===== config.mk =====
export PLATFORM = sky130hd
export DESIGN_NAME = shift_arbiter
export DESIGN_NICKNAME = d
export VERILOG_FILES = /design/src/rtl/shift_arbiter.sv
export SDC_FILE = /design/constraint.sdc
export NUM_CORES = 1
export LEC_CHECK = 0
export ABC_AREA = 1
export CORE_AREA = 8 8 136 138
export CTS_CLUSTER_SIZE = 20
export DETAILED_ROUTE_END_ITERATION = 16
export DIE_AREA = 0 0 144 146
export GPL_TIMING_DRIVEN = 0
export HOLD_SLACK_MARGIN = 0.03
export PLACE_DENSITY = 0.54
export SLEW_MARGIN = 30
export SYNTH_ARGS = -nofsm -noshare
export SYNTH_HDL_FRONTEND = slang
export SYNTH_SLANG_ARGS = --single-unit

===== constraint.sdc =====
create_clock -name clock -period 1.3 [get_ports clock]
set_input_delay 0.195 -clock clock [delete_from_list [all_inputs] [get_ports clock]]
set_output_delay 0.195 -clock clock [all_outputs]
set_load 0.01 [all_outputs]

===== src/rtl/shift_arbiter.sv =====
// Round-robin arbiter sharing one 2-cycle barrel shifter between two issue lanes.
// Tracks in-flight ops and returns each result tagged with requester id and tag.
module shift_arbiter #(
    parameter int unsigned TAG_W = 4
) (
    input  logic             clock,
    input  logic             reset,
    input  logic             req0_valid,
    output logic             req0_ready,
    input  logic [63:0]      req0_value,
    input  logic [1:0]       req0_kind,
    input  logic [5:0]       req0_shamt,
    input  logic [TAG_W-1:0] req0_tag,
    input  logic             req1_valid,
    output logic             req1_ready,
    input  logic [63:0]      req1_value,
    input  logic [1:0]       req1_kind,
    input  logic [5:0]       req1_shamt,
    input  logic [TAG_W-1:0] req1_tag,
    input  logic             flush,
    output logic [63:0]      sh_value,
    output logic [1:0]       sh_kind,
    output logic [5:0]       sh_shift,
    input  logic [63:0]      sh_result,
    output logic             rsp_valid,
    output logic             rsp_id,
    output logic [TAG_W-1:0] rsp_tag,
    output logic [63:0]      rsp_data,
    output logic             busy
);

    logic             ptr_q;
    logic             gnt0;
    logic             gnt1;
    logic             accept;

    logic             v1_q;
    logic             id1_q;
    logic [TAG_W-1:0] tag1_q;
    logic [1:0]       kind1_q;
    logic [5:0]       shamt1_q;

    logic             v2_q;
    logic             id2_q;
    logic [TAG_W-1:0] tag2_q;

    // Grant is suppressed during reset so nothing is handshaken or driven to the shifter.
    always_comb begin
        gnt0 = 1'b0;
        gnt1 = 1'b0;
        if (!reset) begin
            if (req0_valid && req1_valid) begin
                gnt0 = ~ptr_q;
                gnt1 = ptr_q;
            end else begin
                gnt0 = req0_valid;
                gnt1 = req1_valid;
            end
        end
    end

    assign accept     = (gnt0 | gnt1) & ~flush;
    assign req0_ready = gnt0 & ~flush;
    assign req1_ready = gnt1 & ~flush;

    // The shifter captures the operand at the issue edge, so it is presented in the grant cycle.
    always_comb begin
        sh_value = '0;
        if (gnt1) begin
            sh_value = req1_value;
        end else if (gnt0) begin
            sh_value = req0_value;
        end
    end

    always_ff @(posedge clock) begin
        if (reset) begin
            ptr_q    <= 1'b0;
            v1_q     <= 1'b0;
            id1_q    <= 1'b0;
            tag1_q   <= '0;
            kind1_q  <= '0;
            shamt1_q <= '0;
            v2_q     <= 1'b0;
            id2_q    <= 1'b0;
            tag2_q   <= '0;
        end else begin
            v1_q <= accept;
            if (accept) begin
                ptr_q    <= gnt0;
                id1_q    <= gnt1;
                tag1_q   <= gnt1 ? req1_tag   : req0_tag;
                kind1_q  <= gnt1 ? req1_kind  : req0_kind;
                shamt1_q <= gnt1 ? req1_shamt : req0_shamt;
            end
            v2_q   <= v1_q & ~flush;
            id2_q  <= id1_q;
            tag2_q <= tag1_q;
        end
    end

    // Idle stage 1 presents a pass-through op so the shifter result is benign.
    assign sh_kind   = v1_q ? kind1_q  : 2'b11;
    assign sh_shift  = v1_q ? shamt1_q : 6'd0;

    assign rsp_valid = v2_q;
    assign rsp_id    = id2_q;
    assign rsp_tag   = tag2_q;
    assign rsp_data  = sh_result;
    assign busy      = v1_q | v2_q;

endmodule


==> results.ini, run 1 <==
[die]
rows=47
coreArea_sq_um=16300
fp.dieW_um=144
die_h_um=146
initial_core_util_pct=15.6
pin_count=366
die_area_sq_um=21000

[drt]
drtAntennaViolNets=0
viasPerCell=3.80
drc_errors=0
post_drt_wl_per_cell_um=17.0
drt_first_pass_iters=4
drt_iter0_drc=91
num_vias=3743
drt_wl_total_mm=16.8

[place]
dp_slack_ns=-1.27
port_buffers=300
globalplace.congestion=0.795
hpwl_mm=14.2

[timing]
layout_setup_ws_ns=-0.282
max_slew_margin_pct=79.8
rsz0062_at_grt=yes
fmax_mhz=632
period_share_pct=122
skew_ns=0.00198
setup_violations=80
period_needed_ns=1.58
worst_slew_pin_slew_ns=0.303
drv_slew=0
hold_viol=0
fin_tns_setup_ns=-17.77
hold-worst-slack_ns=0.156

[power_and_ir_drop]
leakagePower_nw=3.19
power.density_nw_per_um2=517
peakVddDrop_mv=0.421

[clock_network]
postCtsHoldBufs=0
cts_root_buffer=clkbuf_16
cts_buffers=3
cts_tree=yes
htreeDepth=1
cts_buffer_depth=2
cts.sinks=21
clk_latency_ns=0.25
clkTransAtPathRegs_ns=0.06

[cells_and_area]
drive_above_1_share_pct=34.1
final_cell_mix=clkdlybuf4s50_1, inv_1, buf_4, nand3_1, buf_2
nets=987
n_antenna_cell=0
area_delta_synth_final_pct=152
postLayoutCoreUtil_pct=39.4
nFillCells=1777
layout_commonest_cell=clkdlybuf4s50_1

[synth]
synth_seq_cells=21
yosys-top-cells-area=buf_4, nand3_1, dfxtp_1, inv_1, o21ai_1
netlist_instances=442
synth_area_leader_cell=buf_4
yosysWarningCount=0
synth_xor_xnor_area_share_pct=0
synth.distinct_cells=20
synth_compound_area_share_pct=12.8
synth_top_area_share_pct=20.3
syn_area_sq_um=2550
ys_seq_area_share_pct=16.5
synth_top_family_by_area=buffers and inverters
synthSimpleGateAreaFrac_pct=31.5
synthAdderAreaFrac_pct=0
syn_area_per_cell_sq_um=5.76
syn_nets=663
synthMuxAreaShare_pct=0

[global_route]
grt_max_degree=13
antenna_found_initial=0
grt-ovfl-total=0
grt_pass1_vias=3927
grt_usage_pct=15.1
grt_pass1_wl_mm=24.2

[flow_run]
maxCapViolations=0

[worst_setup_path]
cp_data_arrival_time_ns=1.39
cp_data_required_time_ns=1.11
reg2reg_slack_ns=-0.20
crit_type=register to primary output
cp-start-kind=register
crit_fanout=10
end_kind=primary output

[min_path]
hold_path_class=input pin to register

[status]
status=finished with violations
violations=setup timing

-- metrics by stage --
| stage | std cells | area, sq um | total power, mW |
|---|---|---|---|
| 2_1_floorplan | 442 | 2550 | 1.41 |
| 3_3_place_gp | 962 | 5830 | 2.54 |
| 3_5_place_dp | 962 | 5830 | 2.55 |
| 4_1_cts | 984 | 6180 | 3.28 |
| 5_1_grt | 985 | 6420 | 3.52 |
| 6_report | 985 | 6420 | 3.32 |
-- cell type report --
cell class | instances | area, sq um | area share (%)
tap | 220 | 275 | 4.28
buffer | 93 | 891 | 13.9
timing repair buffer | 320 | 2960 | 46.1
clock buffer | 3 | 75.1 | 1.17
clock inverter | 1 | 5.00 | 0.0779
inverter | 89 | 337 | 5.24
sequential | 21 | 428 | 6.66
multi-input combinational | 238 | 1450 | 22.6
-- synth_stat cells --
cell type and number:
clkbuf_4 1, nand3_1 86, a21oi_1 1, nand2_1 47
nor2_2 1, buf_6 4, buf_4 69, dfxtp_1 21
o21ai_1 60, nand4_4 1, nand2_2 3, inv_2 1
nor2_8 1, o21ai_0 4, nor2_1 33, inv_1 88
or2_2 1, clkbuf_1 4, buf_1 1, buf_2 15
-- critical path, cell delays in order, from the launching register on --
cell     delay (ns)
dfxtp_4        0.36
nand2_4        0.07
nand3_4        0.09
buf_12         0.18
buf_6          0.15
o21ai_1        0.12
buf_2          0.17
-- state kept, by name, summed over array words and instances, names as in the netlist, 2 cells and up --
signal / count
kind1_q: 2
rsp_tag: 4
shamt1_q: 6
tag1_q: 4
-- path summary, 6_finish.rpt --
check | start | end | cells past startpoint
worst max register to register | ptr_q$_SDFFE_PP0P_ | shamt1_q[0]$_SDFFE_PP0P_ | 11
worst min-delay path | reset | ptr_q$_SDFFE_PP0P_ | 2
worst min register to register | tag1_q[2]$_SDFFE_PP0P_ | rsp_tag[2]$_SDFF_PP0_ | 2
worst max-delay path | ptr_q$_SDFFE_PP0P_ | sh_value[29] | 6
-- metal layers --
layer / wire, um / up-vias / GRT usage [%]
met5: 0 / - / 0
met4: 133 / 0 / 2.05
met3: 1320 / 8 / 4.76
met2: 9150 / 148 / 28.6
met1: 6170 / 1634 / 16.2
li1: - / 1953 / -
-- power by group --
part	switching [mW]	internal, mW	total [mW]	leakage [nW]
Sequential	0.0225	0.693	0.716	0.174
Clock	0.222	0.412	0.634	0.0409
Combinational	0.799	1.18	1.97	2.98
Total	1.04	2.28	3.32	3.19
-- timing repair --
item                       4_1_cts  5_1_grt
cloned                           4        0
setup endpoints to repair       91       82
pin swaps                        7        3
gates resized for setup        403       59
buffers inserted                15        2
-- cell families (layout without fill, tap and decap cells) --
| logic type | Yosys count | after routing |
|---|---|---|
| AO/OA/AOI/OAI | 65 | 65 |
| buffers and inverters | 183 | 506 |
| flip-flops | 21 | 21 |
| AND/OR/NAND/NOR | 173 | 173 |
(Power assumes the default switching activity.)
==> run 2: changes to the inputs <==
--- a/config.mk
+++ b/config.mk
@@ -10,7 +10,6 @@
 export CTS_CLUSTER_SIZE = 20
 export DETAILED_ROUTE_END_ITERATION = 16
 export DIE_AREA = 0 0 144 146
-export GPL_TIMING_DRIVEN = 0
 export HOLD_SLACK_MARGIN = 0.03
 export PLACE_DENSITY = 0.54
 export SLEW_MARGIN = 30
==> run 2 against run 1 <==
  * The run still ends with setup timing left
  * Non-clock buffer count is 117 lower
  * Register-to-register slack worse by 0.02 ns
  * Sequential power is 0.6% lower
  * Clock power is 0.9% higher
  * Power is 2.9% lower
  * Via count is 6.7% lower
  * Final cell count is 12% lower
  * Worst hold slack better by 0.17 ns
  * Worst setup slack worse by 0.031 ns
  * Highest routed layer unchanged
  * Count of clock-buffer cells in the layout stayed put
==> results.ini, run 2 (synthesis results as in run 1) <==
[drt]
drt_iter0_drc=140
drc_errors=0
drt_wl_total_mm=16.5
post_drt_wl_per_cell_um=19.0
drtAntennaViolNets=0
viasPerCell=4.01
drt_first_pass_iters=5
num_vias=3493

[global_route]
grt-ovfl-total=0
grt_pass1_vias=3639
antenna_found_initial=1
grt_max_degree=25
grt_usage_pct=14.6
grt_pass1_wl_mm=23.0

[cells_and_area]
layout_commonest_cell=clkdlybuf4s50_1
multi_input_area_sq_um=1800
area_delta_synth_final_pct=134
drive_above_1_share_pct=40.7
largest-register=shamt1_q
largest_reg_flops=6
final_cell_mix=clkdlybuf4s50_1, inv_1, buf_2, nand3_1, o21ai_2
regArea_sq_um=428
nets=871
nFillCells=1732

[die]
coreArea_sq_um=16300
initial_core_util_pct=15.6
rows=47
fp.dieW_um=144
die_area_sq_um=21000
pin_count=366
die_h_um=146

[clock_network]
htreeDepth=1
cts_buffers=3
cts_buffer_depth=2
clkTransAtPathRegs_ns=0.06
postCtsHoldBufs=0
cts.sinks=21
clk_latency_ns=0.25
cts_root_buffer=clkbuf_16
cts_tree=yes

[worst_setup_path]
max_stage_delay_ns=0.36
cp_data_required_time_ns=1.11
path_cells=nand2_4 > nand3_4 > buf_12 > buf_16 > o21ai_4 > buf_6
slowest_stage=dfxtp_4
cp_data_arrival_time_ns=1.42
end_kind=primary output
cp-start-kind=register
crit_type=register to primary output
crit_fanout=5

[power_and_ir_drop]
power.density_nw_per_um2=542
finalPower_mw=3.23
leakagePower_nw=2.82
peakVddDrop_mv=0.299

[timing]
worst_slew_pin_slew_ns=0.330
rsz0062_at_grt=yes
setup_violations=78
fmax_mhz=620
drv_slew=0
layout_setup_ws_ns=-0.313
period_needed_ns=1.61
hold_viol=0
skew_ns=0.00126
period_share_pct=124
max_slew_margin_pct=78.0
hold-worst-slack_ns=0.321

[status]
status=finished with violations
violations=setup timing

[place]
port_buffers=237
globalplace.congestion=0.760
hpwl_mm=11.1

[flow_run]
maxCapViolations=0

[min_path]
hold_path_class=input pin to register

-- run 2: cell types whose count changed in the layout (fill, tap and decap cells not counted), moves of 13 or more --
cell / change
clkdlybuf4s50_1: -63
buf_4: -54
nand3_1: -30
nand3_2: +24
nand2_1: -20
nand2_2: +13
-- run 2: repair_timing --
| action | CTS | global route |
|---|---|---|
| setup endpoints to repair | 93 | 86 |
| pin swaps | 12 | 36 |
| gates cloned | 13 | 4 |
| setup buffers | 11 | 9 |
| gates resized for setup | 377 | 133 |
-- run 2: routing by layer --
| metal | part of all wire [%] | vias up | GRT usage, % |
|---|---|---|---|
| li1 | - | 1736 | - |
| met1 | 38 | 1552 | 16.5 |
| met2 | 51 | 153 | 25.9 |
| met3 | 7.8 | 52 | 3.28 |
| met4 | 3.3 | 0 | 5.52 |
| met5 | 0 | - | 0 |
-- run 2: per-stage QoR --
step                setup WS [ns]  setup TNS [ns]  cell area [sq um]  utilization, %  std cells
global placement           -0.938          -64.99               4770            29.3        828
finish                     -0.313          -17.82               5960            36.6        870
floorplan                  0.0592               0               2550               -        442
detailed placement         -0.942          -65.34               4770            29.3        828
global route               -0.357          -21.92               5960            36.6        870
CTS                        -0.316          -16.42               5270            32.4        856
-- run 2: worst paths after layout --
path,start,endpoint,slack (ns),cells past startpoint
min reg2reg,tag1_q[3]$_SDFFE_PP0P_,rsp_tag[3]$_SDFF_PP0_,0.42,2
max,ptr_q$_SDFFE_PP0P_,sh_value[35],-0.31,6
max reg2reg,ptr_q$_SDFFE_PP0P_,kind1_q[1]$_SDFFE_PP0P_,-0.22,10
min,reset,ptr_q$_SDFFE_PP0P_,0.32,3
-- run 2: cell type report --
class	instances	share of cell area, %
repair buffers	296	51.0
clock inverters	1	0.0840
diodes	1	0.0420
clock buffers	3	1.26
well taps	220	4.62
multi-input cells	239	30.2
inverters	89	5.65
flip-flops and latches	21	7.18
-- run 2: where the power goes --
part | switching, mW | internal, mW
registers | 0.0193 | 0.693
logic | 0.821 | 1.05
clock network | 0.228 | 0.412
-- run 2: worst max-delay path: cells and delay by family, from the launching register on --
family                 cells  cell delay [ns]
AOI/OAI and AO/OA          1             0.17
buffers and inverters      3             0.45
DFF                        1             0.36
and+or+nand+nor            2             0.18
